==> src/rtl/buzzer_tone_driver.sv <==
`timescale 1ns/1ps
`default_nettype none
// ============================================================================
// Module   : buzzer_tone_driver
// Purpose  : Square-wave tone generator for a piezo buzzer or small speaker.
//            Plays one note from an equal-tempered table (index 0 = 220 Hz,
//            12 notes per octave). Note changes and silencing are applied only
//            at half-period boundaries, so the output never produces runt
//            pulses.
// Revision : 1.0 - initial release
// ----------------------------------------------------------------------------
// Ports
//   clock            in   1   system clock, rising-edge active
//   reset            in   1   asynchronous, active-high reset
//   frequency_select in  32   requested note index; all-ones means silence
//   buzzer           out  1   square-wave drive
//   active           out  1   high while a tone is being generated
//   current_note     out  6   index of the sounding note (held while idle)
// ============================================================================
module buzzer_tone_driver #(
  parameter int CLOCK_FREQUENCY = 100_000_000,
  parameter int NOTE_COUNT      = 36
) (
  input  logic        clock,
  input  logic        reset,
  input  logic [31:0] frequency_select,
  output logic        buzzer,
  output logic        active,
  output logic [5:0]  current_note
);

  typedef enum logic [0:0] {
    ST_IDLE = 1'b0,
    ST_PLAY = 1'b1
  } state_t;

  localparam logic [31:0] C_SILENCE   = '1;
  localparam int          C_CNT_W     = 20;
  localparam longint      C_CNT_LIMIT = 64'd1 << C_CNT_W;

  // Half-period in clock cycles for note k, rounded to nearest.
  function automatic int unsigned half_calc(input int k);
    real f_note;
    f_note = 220.0 * (2.0 ** (real'(k) / 12.0));
    return int'($rtoi((real'(CLOCK_FREQUENCY) / (2.0 * f_note)) + 0.5));
  endfunction

  // The lowest note has the longest half-period; it must fit the counter.
  // The highest note must still have a non-zero half-period.
  generate
    if (longint'(half_calc(0)) > C_CNT_LIMIT) begin : g_half_too_long
      $error("buzzer_tone_driver: HALF(0) exceeds the 20-bit phase counter");
    end
    if (half_calc(NOTE_COUNT - 1) < 1) begin : g_half_too_short
      $error("buzzer_tone_driver: highest note half-period rounds to zero");
    end
    if (NOTE_COUNT > 64 || NOTE_COUNT < 1) begin : g_note_count_range
      $error("buzzer_tone_driver: NOTE_COUNT must be 1..64");
    end
  endgenerate

  // Constant half-period table, one entry per note.
  logic [C_CNT_W-1:0] w_half_tab [NOTE_COUNT];

  generate
    for (genvar k = 0; k < NOTE_COUNT; k++) begin : g_half_table
      localparam int unsigned C_HALF = half_calc(k);
      assign w_half_tab[k] = C_CNT_W'(C_HALF);
    end
  endgenerate

  state_t             state_q, state_d;
  logic [31:0]        req_q;
  logic [C_CNT_W-1:0] count_q, count_d;
  logic               buzzer_q, buzzer_d;
  logic               active_q, active_d;
  logic [5:0]         note_q, note_d;

  logic               w_req_valid;
  logic               w_boundary;

  // Anything outside the table (including all-ones) means silence.
  assign w_req_valid = (req_q < 32'(NOTE_COUNT));
  assign w_boundary  = (count_q == (w_half_tab[note_q] - C_CNT_W'(1)));

  always_ff @(posedge clock or posedge reset) begin
    if (reset) begin
      state_q  <= ST_IDLE;
      req_q    <= C_SILENCE;
      count_q  <= '0;
      buzzer_q <= 1'b0;
      active_q <= 1'b0;
      note_q   <= '0;
    end else begin
      state_q  <= state_d;
      req_q    <= frequency_select;
      count_q  <= count_d;
      buzzer_q <= buzzer_d;
      active_q <= active_d;
      note_q   <= note_d;
    end
  end

  always_comb begin
    state_d  = state_q;
    count_d  = count_q;
    buzzer_d = buzzer_q;
    active_d = active_q;
    note_d   = note_q;

    case (state_q)
      ST_IDLE: begin
        count_d  = '0;
        buzzer_d = 1'b0;
        active_d = 1'b0;
        if (w_req_valid) begin
          state_d  = ST_PLAY;
          buzzer_d = 1'b1;
          active_d = 1'b1;
          note_d   = req_q[5:0];
        end
      end

      ST_PLAY: begin
        if (!w_req_valid && !buzzer_q) begin
          // Output already low: stopping now cannot truncate a pulse.
          state_d  = ST_IDLE;
          active_d = 1'b0;
          count_d  = '0;
        end else if (w_boundary) begin
          count_d = '0;
          if (!w_req_valid) begin
            // End of a high phase: finish low and stop.
            state_d  = ST_IDLE;
            buzzer_d = 1'b0;
            active_d = 1'b0;
          end else begin
            // Whatever is requested now wins; earlier requests are forgotten.
            buzzer_d = ~buzzer_q;
            note_d   = req_q[5:0];
          end
        end else begin
          count_d = count_q + C_CNT_W'(1);
        end
      end

      default: begin
        state_d  = ST_IDLE;
        count_d  = '0;
        buzzer_d = 1'b0;
        active_d = 1'b0;
      end
    endcase
  end

  assign buzzer       = buzzer_q;
  assign active       = active_q;
  assign current_note = note_q;

endmodule
`default_nettype wire

==> config.mk <==
export PLATFORM = sky130hd
export DESIGN_NAME = buzzer_tone_driver
export DESIGN_NICKNAME = d
export VERILOG_FILES = /design/src/rtl/buzzer_tone_driver.sv
export SDC_FILE = /design/constraint.sdc
export NUM_CORES = 1
export LEC_CHECK = 0
export CORE_MARGIN = 5
export CORE_UTILIZATION = 45
export CTS_BUF_LIST = sky130_fd_sc_hd__clkbuf_8
export DETAILED_ROUTE_END_ITERATION = 6
export GPL_ROUTABILITY_DRIVEN = 0
export PLACE_DENSITY = 0.75
export SYNTH_ARGS = -nofsm -noshare
export SYNTH_HDL_FRONTEND = slang
export SYNTH_SLANG_ARGS = --single-unit
==> constraint.sdc <==
create_clock -name clock -period 5.8 [get_ports clock]
set_input_delay 0.58 -clock clock [delete_from_list [all_inputs] [get_ports clock]]
set_output_delay 0.58 -clock clock [all_outputs]
set_load 0.05 [all_outputs]
* Yosys cells after proc, flatten, opt, wreduce, memory -nomap -nowiden
Memories as Yosys holds them, arrays and structs flattened. Index checks and enable logic that the tools add are counted. W data, S select, Z words.
Word-level totals: register bits 61, latch bits 0, bits in writable memories 0, memory bits (read-only) 1280, input bits 34, output and inout port bits 8, logic and storage cells 45, memories kept 1
Memory list:
- (no name shown) | words 64, bits a word 20, rd ports 1, clocked after memory_dff 0, write ports 0, line 84 | assign w_boundary = (count_q == (w_half_tab[note_q] - C_CNT_W'(1)));
Cells by class: add/subtract/negate cells 2, multiply operators 0, divide/modulo/power cells 0, order comparisons 2, equal/unequal tests 5, shifts and indexed selects 0, mux-type cells 21, bitwise logic cells 3, reduce and logical (&&, ||, !) cells 5
Operators by type and width (count):
- $mux W20 | 4
- $pmux W20 S2 | 1
- $lt A32 B6 Y1 const B | 1
- $add A20 B1 Y20 const B | 1
- $eq A20 B20 Y1 | 1
- $sub A20 B1 Y20 const B | 1
- $mux W6 | 3
- $pmux W6 S2 | 1
- $mux W1 | 9
- $ge A7 B7 Y1 const B | 1
- $not A6 Y7 | 1
- $pmux W1 S2 | 3
- $reduce_and A2 Y1 | 2
- $ne A3 B1 Y1 const B | 1
- $ne A3 B2 Y1 const B | 1
- $logic_not A1 Y1 | 2
- $ne A2 B1 Y1 const B | 1
- $ne A2 B2 Y1 const B | 1
- $not A1 Y1 | 2
- $logic_and A1 B1 Y1 | 1

* Logic depth before layout (Yosys ltp)
word-level depth 9, depth in mapped cells 17, mapped depth without buffers 14

* Worst setup path before layout
Ideal clock, no wire load.
path kind register -> register, start register note_q[1], in the netlist current_note[1], end register note_q[0], in the netlist current_note[0], setup time 0.126 ns, arrival 4.138 ns, data required time 5.674 ns, path slack 1.537 ns, stages on the path, launching flop included 16, buffers on the path 2, clock period less this slack 4.263 ns, cells stage by stage dfrtp_1 > buf_6 > inv_1 > ha_1 > nor3b_1 > a311oi_1 > a211oi_2 > ha_1 > buf_1 > nand4_1 > nand4bb_1 > a2111o_1 > o211ai_1 > o2111ai_4 > a21oi_4 > mux2_4
Between the ends: word-level cells in the longest chain between the ends 8
RTL lines:
- start: declaration | line 77 | logic [5:0] note_q, note_d;
- start signal: assignment | line 100 | note_q <= note_d;
- $not A6 Y7 (implied by the code) | line 84
- $mem_v2 Z64 W20
- $mux W20 (implied by the code) (2 in a row) | line 84
- $sub A20 B1 Y20 | line 84
- $eq A20 B20 Y1 | line 84
- $ne A2 B1 Y1 (no source line)
- $reduce_and A2 Y1 (no source line)
Every way passes these cells. The select of a mux whose other input is x is not followed. A chain may end at the register's enable or synchronous reset.

* Final worst setup path
start register note_q[0], in the netlist current_note[0], end register note_q[2], in the netlist current_note[2]
Same word-level chain as after synthesis.

==> out/summary.txt <==
Fin Clk Skew: 0.0100 ns
post-synthesis xor/xnor area fraction: 8.18%
Post-CTS Hold Fix Bufs: 0
Mean Syn Cell Area: 9.86 um^2
endpoint class of the critical path: flop
largest net degree at the start of global routing: 62
Worst-Margin Slew: 0.718 ns
Yosys reg bits: 61
die span in x: 106 um
CP startpoint: current_note[0]$_DFFE_PP0P_
clk slew on worst S/H paths: 0.07 ns
CP required: 6.02 ns
mux contribution to synthesized area: 6.69%
ys flop type: dfstp_2
first-pass GRT wire length: 16.0 mm
All-Layer GR Usage: 17.8%
Final setup viols: 0
DPL Wire Length: 7.08 mm
Final TNS setup: 0 ns
final WL: 9.63 mm
WHS Endpoint: active$_DFFE_PP0P_
Max-Cap Viols: 0
Antenna diodes: 0
fin nets: 497
routed len/inst: 17.0 um
complex-gate fraction of the synthesized area: 16.0%
yosys warns: 0
final hold slack: 0.538 ns
Final Hold Fails: 0
Syn Inst Count: 419
fin crit period: 4.35 ns
DR WL met2: 4.71 mm
critical path type: reg2reg
wire length on met1: 3.90 mm
# DRC: 0
Max VDD drop: 201 uV
Via Count: 3,386
Top Ports: 42
CTS-repair resized insts: 0
clock sinks: 61
die height: 106 um
largest family of logic cells by synthesized area: simple AND/OR/NAND/NOR gates
leakage power: 1.81 nW
Detailed Routing Iterations Pass 1: 5
Congestion Overflow GR: 0
H-tree levels: 3
worst skew pair latency: 0.34 ns
CTS tree: done
Cell Area, Synth: 4130 um^2
post-synth cell types: 85
Post-Syn Nets: 464
Layout area overhead: 13.9%
unrepaired setup endpoints after global routing: no
Worst R2R Setup Slack: 1.45 ns
most frequent cells in the layout: 42 x nor2_1, 41 x clkdlybuf4s50_1, 37 x nand2_1
clk buf depth: 2
ANT nets after route: 0
Max Used Layer: met4
Initial Util: 45.3%
R2R Path End: current_note[2]$_DFFE_PP0P_
Site Rows: 35
Max FO, Critical Path: 14
layout cells sized above 1: 20.1%
setup bufs post-CTS: 0
Num CTS Buffers: 9
Critical Path Source Type: flop
Simple-Gate Fraction of Synth Area: 21.6%
core box area: 9110 um^2
routed wl met3: 729 um
CTS root buffer: clkbuf_8
Tcrit/Tclk final: 74.9%
Hold Path Stages: 2
launch point of the worst hold path: active$_DFFE_PP0P_
fin area: 4710 um^2
HP Class: reg2reg
placed cell areas: 4530 um^2
Synth Area in Adders: 3.33%
status: complete, no violations
Die Area: 11,200 um^2
Achievable Freq: 230 MHz
Post-synth EDFFs: 0
initial antenna violation count: 0
IO Port Bufs: 41
vias in the first global route: 3,308
Final Max Tran Viols: 0
most common cell after layout, fill and taps aside: nor2_1
slew margin rel.: 52.1%
DRT iter0 DRCs: 271
worst reg2reg path depth: 13
PwrDens: 173 nW/um^2
Seq/Total Area, Yosys: 37.9%
via density per instance: 5.96
Post-synth ARST share: 100%
worst r2r src: current_note[0]$_DFFE_PP0P_
Arrival @ worst endpoint: 4.57 ns
[metrics by stage]
step / cells / setup WS, ns / power (mW) / util, %
5_1_grt: 568 / 1.21 / 0.844 / 51.7
4_1_cts: 568 / 1.46 / 0.824 / 51.7
3_3_place_gp: 552 / 1.67 / 0.488 / 49.7
6_report: 568 / 1.45 / 0.812 / 51.7
2_1_floorplan: 419 / 1.54 / 0.462 / -
3_5_place_dp: 552 / 1.49 / 0.489 / 49.7
[worst max path at each step]
stage                                             end  depth (start not counted)  slack (ns)
after detailed placement  current_note[4]$_DFFE_PP0P_                         13        1.49
final                     current_note[2]$_DFFE_PP0P_                         13        1.45
after global placement    current_note[1]$_DFFE_PP0P_                         13        1.67
after global routing      current_note[4]$_DFFE_PP0P_                         13        1.21
after CTS                 current_note[2]$_DFFE_PP0P_                         13        1.46
after floorplan           current_note[0]$_DFFE_PP0P_                         15        1.54
[power breakdown]
part	leakage, nW	switching [mW]	internal, mW
Clock	0.0880	0.166	0.165
Sequential	0.742	0.00371	0.446
Combinational	0.985	0.0116	0.0206
Total	1.81	0.182	0.631
[cell usage after synthesis, drive strengths merged (8+ instances only)]
library cell	n	area share, %
nor2	42	3.8
dfstp	32	20
nand2	37	3.4
ha	11	3.3
xnor2	16	3.4
nor3	8	1.1
and3	11	1.7
buf	22	4.5
dfrtp	29	18
nand3	12	1.6
a21oi	16	2.2
mux2	10	3.3
o21ai	14	1.8
nor4	10	1.7
nand4	9	1.5
xor2	20	4.2
inv	11	1.1
[cells by family after synthesis]
family,Yosys count
DFF,61
buffers and inverters,39
and+or+nand+nor,167
adders and majority gates,11
AOI/OAI and AO/OA,84
xor gates and xnor gates,37
muxes,20
[routing by layer]
metal / vias up / track usage (%)
li1: 1588 / -
met1: 1627 / 22.3
met2: 149 / 28.5
met3: 22 / 4.65
met4: 0 / 8.60
met5: - / 0
[area by class of cell]
cell class	count	area [um^2]
clock buffer	10	138
clock inverter	6	38.8
fill	837	4400
inverter	13	53.8
multi-input combinational	319	2310
sequential	61	1570
tap	111	139
timing repair buffer	48	463
[state kept, by name, summed over array words and instances (netlist names)]
| register | count |
|---|---|
| buzzer | 1 |
| state_q | 1 |
| req_q | 32 |
| current_note | 6 |
| count_q | 20 |
| active | 1 |
[critical path: stages, from the launching register on]
cell and delay (ns):
dfrtp_1 0.62, inv_1 0.15, ha_1 0.42, nor3b_1 0.23
a311oi_1 0.09, a211oi_2 0.43, ha_1 0.38, nand4_1 0.17
nand4bb_1 0.30, a2111o_1 0.39, o211ai_1 0.17, o2111ai_4 0.21
a21oi_4 0.34, mux2_4 0.33
Power figures use the tool's default switching activity.
==> edit (same flow settings) <==
Register the output `current_note` once more; this adds one clock of latency there. The other outputs are not delayed to match.
--- a/src/rtl/buzzer_tone_driver.sv
+++ b/src/rtl/buzzer_tone_driver.sv
@@ -155,7 +155,9 @@
 
   assign buzzer       = buzzer_q;
   assign active       = active_q;
-  assign current_note = note_q;
+  always_ff @(posedge clock) begin
+    current_note <= note_q;
+  end
 
 endmodule
 `default_nettype wire
Function: changed (Yosys sat finds a counterexample within 4 cycles, from zero or initial values and one cycle with reset high).
==> edit against the original RTL <==
- setup slack lost 0.52 ns
- total power grew 9.7%
- non-clock buffer count grew 1
- sequential cell count grew 6
- routed wire length grew 9.0%
- critical path depth grew 2
- core utilization grew 1.1 points
- synthesized area grew 2.3%
- cell area grew 3.1%
- first-iteration DRC count grew 35%
- largest power group unchanged
==> edit: results (changes against the original RTL) <==
outcome:
  status: "finished clean"  # unchanged
clocking:
  cts_max_level: 3  # unchanged
  clkTransAtPathRegs_ns: 0.09  # was 0.07 ns
  clkLatencyLatePin_ns: 0.34  # about the same
  root_buffer: "clkbuf_8"  # unchanged
  postCtsSetupBuffers: 0  # unchanged
sta:
  fin_hold_ws_ns: 0.566  # was 0.538 ns
  skew_ns: 0.0115  # was 0.0100 ns
  maxSlewViolCount: 0  # unchanged
  slew_headroom: 0.209  # was 0.521
worst_setup_path:
  rrSetupSlack_ns: 0.94  # was 1.45 ns
  cp_max_fo: 14  # unchanged
  crit_slowest_cell: "dfrtp_1"  # unchanged
  r2r_cells: 15  # was 13
  crit_family: "simple AND/OR/NAND/NOR gates"  # was compound AO/OA/AOI/OAI gates
  rr_startpoint: "note_q[0]$_DFFE_PP0P_"  # was current_note[0]$_DFFE_PP0P_
  r2r_end: "note_q[0]$_DFFE_PP0P_"  # was current_note[2]$_DFFE_PP0P_
pwr:
  clkPwrFrac: 0.413  # was 0.407
  combPwrFrac: 0.036  # was 0.040
  ir_drop_v: 0.000141  # was 0.000201 V
  p_leak_uw: 0.00173  # was 0.00181 uW
  total_power_uw: 891  # was 812 uW
  switching_share: 0.243  # was 0.224
global_route:
  grt_pass1_vias: 3707  # was 3308
  grt_pass1_wl_mm: 17.8  # was 16.0 mm
  grtUsageTotal: 0.192  # was 0.178
  grt_max_degree: 62  # unchanged
  antenna_found_initial: 0  # unchanged
placed_design:
  dpl.hpwl_mm: 7.60  # was 7.08 mm
  postPlaceCellArea_sq_um: 4660  # was 4530 sq um
  dp.cells: 569  # was 552
  dpl_worst_slack_ns: 1.02  # was 1.49 ns
drt:
  drtIter0Drc: 367  # was 271
  wirelength_mm: 10.5  # was 9.63 mm
  firstDrtPassIters: 7  # was 5
  via_per_inst: 6.26  # was 5.96
  avgRoutedWirePerCell_um: 18.0  # was 17.0 um
hold_path:
  hold_path.startpoint: "active$_DFFE_PP0P_"  # unchanged
  holdPathEnd: "active$_DFFE_PP0P_"  # unchanged
  hold-path-cell-count: 2  # unchanged
synth:
  synth.net_count: 485  # was 464
  synth_commonest_cells: "dfstp_2 (32), nand2_1 (31), dfrtp_1 (29), nand3_1 (22), xnor2_1 (21)"  # was nor2_1 (42), nand2_1 (37), dfstp_2 (32), dfrtp_1 (29), xor2_1 (20)
  post_synth_main_area_contributors: "dfstp_2 (20%), dfrtp_1 (17%), xnor2_1 (4.4%)"  # was dfstp_2 (20%), dfrtp_1 (18%), xor2_1 (4.2%)
  async_reset_ff_frac: 0.910  # was 1.00
  postSynthCellCount: 440  # was 419
  yosys_warnings: 0  # unchanged
  seq_area_frac_synth: 0.399  # was 0.379
  yosys.cell_types.count: 76  # was 85
finish:
  utilization: 0.527  # was 0.517
  n_antenna_cell: 0  # unchanged
  nNetsFinal: 514  # was 497
  fill_cells: 810  # was 837
  drive_gt1_frac: 0.169  # was 0.201
[edit: cell count changes after synthesis, moves of 8 or more]
cell and delta:
o21ai_1 +9, nand3_1 +11, buf_6 -8, nor4_1 +10
or4_1 +10, clkbuf_1 +10, nor2_1 -25
[edit: cell type report]
cell class | count | share of cell area
Tap cell | 111 | 0.0286
Clock buffer | 9 | 0.0255
Timing Repair Buffer | 49 | 0.0970
Inverter | 12 | 0.00929
Multi-Input combinational cell | 330 | 0.478
Clock inverter | 7 | 0.0139
Sequential cell | 67 | 0.348
[edit: how the worst max path moves through the flow]
stage / to / depth (start not counted) / slack, ns / start
after floorplan: note_q[4]$_DFFE_PP0P_ / 17 / 1.50 / note_q[1]$_DFFE_PP0P_
after global placement: note_q[1]$_DFFE_PP0P_ / 14 / 1.23 / note_q[3]$_DFFE_PP0P_
after detailed placement: note_q[0]$_DFFE_PP0P_ / 15 / 1.02 / note_q[0]$_DFFE_PP0P_
after CTS: note_q[0]$_DFFE_PP0P_ / 15 / 1.01 / note_q[0]$_DFFE_PP0P_
after global routing: note_q[0]$_DFFE_PP0P_ / 15 / 0.62 / note_q[0]$_DFFE_PP0P_
final: note_q[0]$_DFFE_PP0P_ / 15 / 0.94 / note_q[0]$_DFFE_PP0P_
[edit: logic make-up (layout without fill, tap and decap cells)]
logic type,after synthesis,in the layout,synth area share
DFF,67,67,0.399
muxes,16,16,0.0480
buffers and inverters,43,77,0.0536
and+or+nand+nor,167,167,0.222
AOI/OAI and AO/OA,99,99,0.166
adders and majority gates,11,11,0.0326
xor gates and xnor gates,37,37,0.0785
[edit: per-layer routing]
layer	global-route usage	part of all wire	vias up
met1	0.248	0.42	1744
li1	-	-	1689
met5	0	0	-
met2	0.313	0.48	190
met3	0.0421	0.069	37
met4	0.0767	0.031	0
